File: src/rtl/mem_array_writer_if.sv
// RAM-side bus of the array writer: registered address/data/write-enable out,
// read data back with one clock of latency.
interface mem_array_writer_if;
    logic [4:0] mem_addr;
    logic [7:0] mem_data;
    logic       mem_wren;
    logic [7:0] mem_q;

    modport master (output mem_addr, output mem_data, output mem_wren, input mem_q);
    modport slave  (input mem_addr, input mem_data, input mem_wren, output mem_q);
endinterface

File: src/rtl/mem_array_writer.sv
// Tick-paced writer/checker: fills a 32x8 RAM with base + i*step, then reads
// every entry back and counts mismatches (saturating).
module mem_array_writer #(
    parameter int N        = 10,
    parameter int TICK_DIV = 25_000_000,
    parameter int VERIFY   = 1
) (
    input  logic                     clk,
    input  logic                     rst,
    input  logic                     go,
    input  logic [7:0]               base,
    input  logic [7:0]               step,
    input  logic                     disp_sel,
    mem_array_writer_if.master       mem,
    output logic                     busy,
    output logic                     done,
    output logic [3:0]               err_count,
    output logic [7:0]               disp_val
);
    localparam logic [3:0] S_IDLE   = 4'd0;
    localparam logic [3:0] S_INIT   = 4'd1;
    localparam logic [3:0] S_WCOND  = 4'd2;
    localparam logic [3:0] S_WRITE  = 4'd3;
    localparam logic [3:0] S_WINCR  = 4'd4;
    localparam logic [3:0] S_VADDR  = 4'd5;
    localparam logic [3:0] S_VWAIT  = 4'd6;
    localparam logic [3:0] S_VCHECK = 4'd7;
    localparam logic [3:0] S_DONE   = 4'd8;
    localparam logic [3:0] S_ERROR  = 4'd9;

    localparam int         TW     = (TICK_DIV > 1) ? $clog2(TICK_DIV) : 1;
    localparam logic [5:0] N_LAST = 6'(N - 1);
    localparam logic [5:0] N_END  = 6'(N);

    logic [TW-1:0] tick_cnt;
    logic          tick;
    logic [3:0]    state;
    logic [5:0]    i;          // reaches N, so N=32 needs the sixth bit
    logic [7:0]    val;
    logic [7:0]    base_r;
    logic [7:0]    step_r;

    assign tick = (tick_cnt == TW'(TICK_DIV - 1));

    always_ff @(posedge clk or negedge rst) begin
        if (!rst)
            tick_cnt <= '0;
        else
            tick_cnt <= tick ? '0 : tick_cnt + TW'(1);
    end

    always_ff @(posedge clk or negedge rst) begin
        if (!rst) begin
            state        <= S_IDLE;
            i            <= '0;
            val          <= '0;
            base_r       <= '0;
            step_r       <= '0;
            mem.mem_addr <= '0;
            mem.mem_data <= '0;
            mem.mem_wren <= 1'b0;
            err_count    <= '0;
        end else begin
            // Write strobe is a single clk wide regardless of tick rate
            if (mem.mem_wren)
                mem.mem_wren <= 1'b0;
            if (tick) begin
                case (state)
                    S_IDLE: if (go) state <= S_INIT;
                    S_INIT: begin
                        base_r    <= base;
                        step_r    <= step;
                        val       <= base;
                        i         <= '0;
                        err_count <= '0;
                        state     <= S_WCOND;
                    end
                    S_WCOND: begin
                        if (i < N_END) begin
                            mem.mem_addr <= i[4:0];
                            mem.mem_data <= val;
                            mem.mem_wren <= 1'b1;
                            state        <= S_WRITE;
                        end else if (VERIFY != 0) begin
                            i     <= '0;
                            val   <= base_r;
                            state <= S_VADDR;
                        end else begin
                            state <= S_DONE;
                        end
                    end
                    S_WRITE: state <= S_WINCR;
                    S_WINCR: begin
                        i     <= i + 6'd1;
                        val   <= val + step_r;
                        state <= S_WCOND;
                    end
                    S_VADDR: begin
                        mem.mem_addr <= i[4:0];
                        state        <= S_VWAIT;
                    end
                    S_VWAIT: state <= S_VCHECK;
                    S_VCHECK: begin
                        if (mem.mem_q != val && err_count != 4'hF)
                            err_count <= err_count + 4'd1;
                        i     <= i + 6'd1;
                        val   <= val + step_r;
                        state <= (i == N_LAST) ? S_DONE : S_VADDR;
                    end
                    S_DONE: if (!go) state <= S_IDLE;
                    S_ERROR: begin
                        mem.mem_wren <= 1'b0;
                        state        <= S_IDLE;
                    end
                    default: begin
                        mem.mem_wren <= 1'b0;
                        state        <= S_ERROR;
                    end
                endcase
            end
        end
    end

    assign busy     = (state >= S_INIT) && (state <= S_VCHECK);
    assign done     = (state == S_DONE);
    assign disp_val = disp_sel ? {3'b000, i[4:0]} : {4'b0000, err_count};
endmodule

File: src/flat_wrapper.sv
// flat-port wrapper written by rule: the top's interface ports become plain ports
module mem_array_writer_flat 
#(
    parameter int N        = 10,
    parameter int TICK_DIV = 25_000_000,
    parameter int VERIFY   = 1
)
  (clk, rst, go, base, step, disp_sel, busy, done, err_count, disp_val, mem_mem_addr, mem_mem_data, mem_mem_wren, mem_mem_q);
  mem_array_writer_if mem_i ();
  input  logic clk;
  input  logic rst;
  input  logic go;
  input  logic [7:0] base;
  input  logic [7:0] step;
  input  logic disp_sel;
  output logic busy;
  output logic done;
  output logic [3:0] err_count;
  output logic [7:0] disp_val;
  output wire logic [$bits(mem_i.mem_addr)-1:0] mem_mem_addr;
  output wire logic [$bits(mem_i.mem_data)-1:0] mem_mem_data;
  output wire logic [$bits(mem_i.mem_wren)-1:0] mem_mem_wren;
  input wire logic [$bits(mem_i.mem_q)-1:0] mem_mem_q;
  assign mem_mem_addr = mem_i.mem_addr;
  assign mem_mem_data = mem_i.mem_data;
  assign mem_mem_wren = mem_i.mem_wren;
  assign mem_i.mem_q = mem_mem_q;
  mem_array_writer #(.N(N), .TICK_DIV(TICK_DIV), .VERIFY(VERIFY)) u_core (.clk(clk), .rst(rst), .go(go), .base(base), .step(step), .disp_sel(disp_sel), .mem(mem_i), .busy(busy), .done(done), .err_count(err_count), .disp_val(disp_val));
endmodule
File: config.mk
export PLATFORM = sky130hd
export DESIGN_NAME = mem_array_writer_flat
export DESIGN_NICKNAME = d
export VERILOG_FILES = /design/src/rtl/mem_array_writer_if.sv /design/src/rtl/mem_array_writer.sv /design/src/flat_wrapper.sv
export SDC_FILE = /design/constraint.sdc
export NUM_CORES = 1
export LEC_CHECK = 0
export ABC_CLOCK_PERIOD_IN_PS = 2710
export CAP_MARGIN = 20
export CORE_MARGIN = 2
export CORE_UTILIZATION = 55
export DETAILED_ROUTE_END_ITERATION = 8
export GPL_TIMING_DRIVEN = 0
export HOLD_SLACK_MARGIN = 0.03
export PLACE_DENSITY = 0.8
export SLEW_MARGIN = 20
export SYNTH_ARGS = -nofsm -noshare
export SYNTH_HDL_FRONTEND = slang
export SYNTH_SLANG_ARGS = --single-unit
File: constraint.sdc
create_clock -name clk -period 2.71 [get_ports clk]
set_input_delay 0.6775 -clock clk [delete_from_list [all_inputs] [get_ports clk]]
set_output_delay 0.6775 -clock clk [all_outputs]
set_load 0.01 [all_outputs]
==> out/summary.txt, run 1 <==
Fmax achieved -> 385 MHz
fin crit period -> 2600 ps
DRT Pass-1 Iters -> 5
element type at the critical path end -> output pin
GP Congestion -> 0.873
total power -> 0.00221 W
PnR worst setup slack -> 112 ps
# IOs -> 56
Overall Global Routing Usage -> 23.5%
drt wl/cell -> 16.2 um
clk_lat worst skew -> 360 ps
CP Class -> flip-flop to output pin
Yosys top cell by area -> dfrtp_1
Slew headroom -> 50.6%
number of synthesized register bits -> 77
Placeable Area -> 7290 sq um
starting density of the core -> 57.0%
Setup WS pre-CTS -> -69.3 ps
worst path arrival time -> 1920 ps
Worst-Margin Slew -> 737 ps
clock buffer count from CTS -> 9
status -> complete, no violations
Routed WL -> 9200 um
largest net degree at the start of global routing -> 55
clock skew -> 10.5 ps
PwrDens -> 436 nW/um^2
clock root cell -> clkbuf_8
fin nets -> 504
first-pass GRT wire length -> 15,600 um
# clock sinks -> 77
tightest hold margin -> 218 ps
initial DRC count -> 158
vias in the first global route -> 3,245
post-synth top area share -> 46.3%
Final Cycle Share -> 95.9%
peak supply drop -> 0.220 mV
mean area per synthesized cell -> 10.4 sq um
ANT nets after route -> 0
number of remaining DRC errors -> 0
via count -> 3,277
CTS tree -> done
initial antenna violation count -> 0
GRT overflow -> 0
Critical Path Source Type -> flip-flop
DR vias/cell -> 5.77
Unique masters post-synth -> 62
Die Span Y -> 91.0 um
number of synthesized flops with an enable pin -> 0
Final Hold Viols -> 0
Post-Syn Area -> 4160 sq um
FFs w/ async S/R, synth -> 100%
FP Rows -> 31
post-detail-place hpwl -> 6740 um
die area -> 8270 sq um
area grow syn2layout -> 21.8%
htree depth -> 3
max-cap check violation count -> 0
Die Wd -> 91.0 um
Tightest Hold Check Type -> primary input to async pin
R2R Setup Slk -> 180 ps
Most used DFF post-synth -> dfrtp_1
# diodes -> 0
RSZ-0062 raised after global routing -> false
worst-path fanout max -> 10
share of layout cells above drive strength 1 -> 16.0%
Ys Warns -> 0
hold_buf cts -> 0
Seq/Total Area, Yosys -> 46.3%
Setup Viol. Count Final -> 0
cell count after synthesis -> 399
clock slew at reported path FFs -> 80 ps
clock buffer depth -> 2
Pleak -> 2.28 nW
Pins Over Slew Limit -> 0
Fillers -> 598
top post-synthesis cells by area -> dfrtp_1 (46%), mux2_2 (9.2%), xnor2_1 (3.8%)
port buffer count -> 52
Worst EP required -> 2030 ps
## cell families after synthesis
logic type / synth area share, %
multiplexers: 10.4
other: 0.0902
AND/OR/NAND/NOR: 18.8
XOR/XNOR: 7.37
buffers and inverters: 2.83
flip-flops: 46.3
AO/OA/AOI/OAI: 10.3
adder cells (fa/ha/maj): 3.79
## final timing paths
kind	cells after the start	from	end
min in group clk	1	u_core.tick_cnt[4]	u_core.tick_cnt[4]
worst min register to register	1	u_core.tick_cnt[4]	u_core.tick_cnt[4]
worst max-delay path	4	u_core.state[2]	busy
worst min-delay path	1	rst	u_core.tick_cnt[8]
max in group asynchronous	2	rst	u_core.mem.mem_data[2]
worst max register to register	7	u_core.state[1]	u_core.val[5]
## flip-flops by register name (all words and copies together) (netlist names)
| name | count |
|---|---|
| u_core.base_r | 8 |
| u_core.err_count | 4 |
| u_core.i | 6 |
| u_core.mem.mem_addr | 5 |
| u_core.mem.mem_data | 8 |
| u_core.mem.mem_wren | 1 |
| u_core.state | 4 |
| u_core.step_r | 8 |
| u_core.tick_cnt | 25 |
| u_core.val | 8 |
## cell type report
| type | instances | area (sq um) | share of cell area [%] |
|---|---|---|---|
| tap | 99 | 124 | 2.45 |
| clock inverter | 7 | 98.8 | 1.95 |
| multi-input combinational | 300 | 2130 | 42.0 |
| timing repair buffer | 53 | 543 | 10.7 |
| buffer | 18 | 103 | 2.03 |
| sequential | 77 | 1930 | 38.0 |
| inverter | 5 | 18.8 | 0.370 |
| clock buffer | 9 | 124 | 2.45 |
## through the flow
stage / instances / setup TNS [ps] / utilization (%) / instance area [sq um]
after global routing: 568 / 0 / 69.5 / 5070
after detailed placement: 553 / -204 / 66.3 / 4840
after global placement: 552 / -130630 / 66.0 / 4810
after CTS: 569 / 0 / 69.4 / 5060
after floorplan: 401 / 0 / - / 4170
final: 568 / 0 / 69.5 / 5070
## power by group
| part | internal (W) | switching, W |
|---|---|---|
| clock | 0.000523 | 0.000444 |
| combinational | 0.0000523 | 0.0000411 |
| sequential | 0.00115 | 0 |
## cells in the mapped netlist (3+ instances only)
library cell  instances
o31ai_1               4
nand2_1              31
a22o_1                4
xor2_1               17
a211oi_1              5
o21ai_0              19
mux2_2               34
mux2i_1               4
dfrtp_1              77
nor2_1               32
nand3_1              16
buf_4                 5
inv_1                 5
nand2b_1              5
a21oi_1               9
clkbuf_1             12
nand4_1              11
and3_1                5
nor4_1                4
o21bai_1              3
ha_1                 11
a221oi_1              4
nor2b_1               6
nor3_1               13
nor3b_1               3
xnor2_1              18
## routing by layer
metal | vias to the layer above | GRT usage [%] | part of all wire [%]
met5 | - | 0 | 0
li1 | 1564 | - | -
met1 | 1593 | 31.5 | 45
met2 | 101 | 38.6 | 48
met4 | 0 | 9.34 | 2.2
met3 | 19 | 3.57 | 4.8
## worst max-delay path: stages, from the launching register on
cell and delay, ps:
dfrtp_1 470, clkbuf_2 220, nor3_1 300, nor2_1 80, clkdlybuf4s50_1 480
## what timing repair did
action / in CTS / in global routing
buffers inserted: 0 / 0
endpoints found under the setup margin: 6 / 23
gates resized for setup: 6 / 3
pin swaps: 0 / 0
## cell usage in the layout, fill, tap and decap left out, types with 7 or more instances in the layout
master,count
nor2_1,32
clkbuf_1,7
xnor2_1,18
mux2_2,34
clkbuf_8,9
a21oi_1,9
xor2_1,17
nor3_1,13
nand4_1,11
clkdlybuf4s50_1,49
nand2_1,31
dfrtp_1,77
ha_1,11
nand3_1,16
o21ai_0,19
Power figures use the tool's default switching activity.
==> run 2: changes to the inputs <==
==> constraint.sdc (replaced) <==
create_clock -name clk -period 2.71 [get_ports clk]
set_input_delay 0.4065 -clock clk [delete_from_list [all_inputs] [get_ports clk]]
set_output_delay 0.4065 -clock clk [all_outputs]
set_load 0.01 [all_outputs]
==> out/summary.txt, run 2 (synthesized netlist as in run 1, its figures left out) <==
vias in the first global route -> 3,235
peak supply drop -> 0.224 mV
Critical Path Source Type -> flip-flop
FP Rows -> 31
Overall Global Routing Usage -> 23.5%
Final Hold Viols -> 0
clk_lat worst skew -> 360 ps
Largest Register -> u_core.tick_cnt
GP Congestion -> 0.873
port buffer count -> 52
tightest hold margin -> 487 ps
Routed WL -> 9210 um
Slew headroom -> 51.6%
Die Wd -> 91.0 um
area of all placed cells without fillers -> 5070 sq um
Worst EP required -> 2300 ps
worst path arrival time -> 2160 ps
# diodes -> 0
ANT nets after route -> 0
fin nets -> 506
clock skew -> 9.83 ps
Worst-Margin Slew -> 723 ps
Setup Viol. Count Final -> 0
number of remaining DRC errors -> 0
clock buffer count from CTS -> 9
via count -> 3,270
fin crit period -> 2570 ps
Die Span Y -> 91.0 um
share of layout cells above drive strength 1 -> 15.1%
CP dominant cell by count -> clkbuf_1
most common cell after layout, fill and taps aside -> dfrtp_1
max FFs per register -> 25
DRT Pass-1 Iters -> 4
switching portion of total power -> 22.2%
CP Class -> flip-flop to output pin
clock slew at reported path FFs -> 80 ps
Tightest Hold Check Type -> primary input to async pin
largest net degree at the start of global routing -> 55
combinational share of power -> 4.3%
# IOs -> 56
Post-CTS Setup Inserts -> 0
status -> complete, no violations
die area -> 8270 sq um
initial antenna violation count -> 0
first-pass GRT wire length -> 15,600 um
Placement Cell Area -> 4840 sq um
CTS tree -> done
initial DRC count -> 156
Placeable Area -> 7290 sq um
GRT overflow -> 0
htree depth -> 3
drt wl/cell -> 16.2 um
share of total power in the clock network -> 43.9%
area grow syn2layout -> 22.0%
Fmax achieved -> 390 MHz
CP max stage cell -> clkdlybuf4s50_1
internal power -> 0.00172 W
Core Util, Final -> 69.6%
Fin Setup TNS -> 0 ps
DR vias/cell -> 5.74
Pins Over Slew Limit -> 0
Final Cycle Share -> 94.7%
NetSw -> 0.000492 W
max-cap check violation count -> 0
clock root cell -> clkbuf_8
starting density of the core -> 57.0%
CP cell instances -> clkbuf_1 -> clkbuf_1 -> nor3_1 -> nor2_1 -> clkdlybuf4s50_1
PwrDens -> 437 nW/um^2
Pleak -> 2.27 nW
# clock sinks -> 77
RSZ-0062 raised after global routing -> false
element type at the critical path end -> output pin
worst-path fanout max -> 10
commonest cells after routing, fill and taps aside -> dfrtp_1 (77), clkdlybuf4s50_1 (51), mux2_2 (34)
Fillers -> 585
clock buffer depth -> 2
CP peak stage delay -> 550 ps
Flop pwr share -> 51.8%
post-detail-place hpwl -> 6740 um
total power -> 0.00222 W
==> run 2: worst paths after layout <==
check | from | end | slack [ps] | depth (start not counted)
hold / removal | rst | u_core.tick_cnt[8] | 490 | 2
hold reg to reg | u_core.tick_cnt[4] | u_core.tick_cnt[4] | 490 | 1
setup reg to reg | u_core.state[1] | u_core.val[5] | 220 | 7
min in group clk | u_core.tick_cnt[4] | u_core.tick_cnt[4] | 490 | 1
setup / recovery | u_core.state[2] | busy | 140 | 5
max in group asynchronous | rst | u_core.step_r[3] | 1650 | 3
==> run 2: area by class of cell <==
type	instances	area, sq um	share of cell area, %
plain buffers	19	98.8	1.95
repair buffers	54	556	10.9
inverters	5	18.8	0.370
flip-flops and latches	77	1930	38.0
well taps	99	124	2.44
clock inverters	7	98.8	1.95
clock buffers	9	124	2.44
multi-input cells	300	2130	41.9
==> run 2: metal layers <==
| layer | vias up | part of all wire (%) | global-route usage (%) |
|---|---|---|---|
| met5 | - | 0 | 0 |
| met3 | 14 | 5.3 | 3.57 |
| met4 | 0 | 1.7 | 9.34 |
| met2 | 111 | 49 | 38.5 |
| met1 | 1573 | 44 | 31.5 |
| li1 | 1572 | - | - |
==> run 2: what timing repair did <==
item / CTS / global route
setup endpoints to repair: 0 / 22
hold buffers: 1 / 0
endpoints found under the hold margin: 23 / 0
gates resized for setup: 0 / 1
==> run 2: critical path: cells and delay by family (launching register included) <==
family | cells | cell delay (ps)
buffers and inverters | 3 | 1200
flip-flops | 1 | 330
AND/OR/NAND/NOR | 2 | 270
==> run 2: power by group through the flow <==
stage                     Clock (W)  Combinational (W)  Sequential (W)
after detailed placement          0          0.0000963         0.00117
final                      0.000973          0.0000954         0.00115
after global placement            0          0.0000897         0.00117
after global routing        0.00103           0.000104         0.00115
after floorplan                   0          0.0000191         0.00117
after CTS                  0.000987          0.0000975         0.00115
==> run 2: through the flow <==
stage	instances	setup WS, ps
CTS	570	147
global route	570	5.26
global placement	552	-1430
finish	570	144
floorplan	401	553
detailed placement	553	174
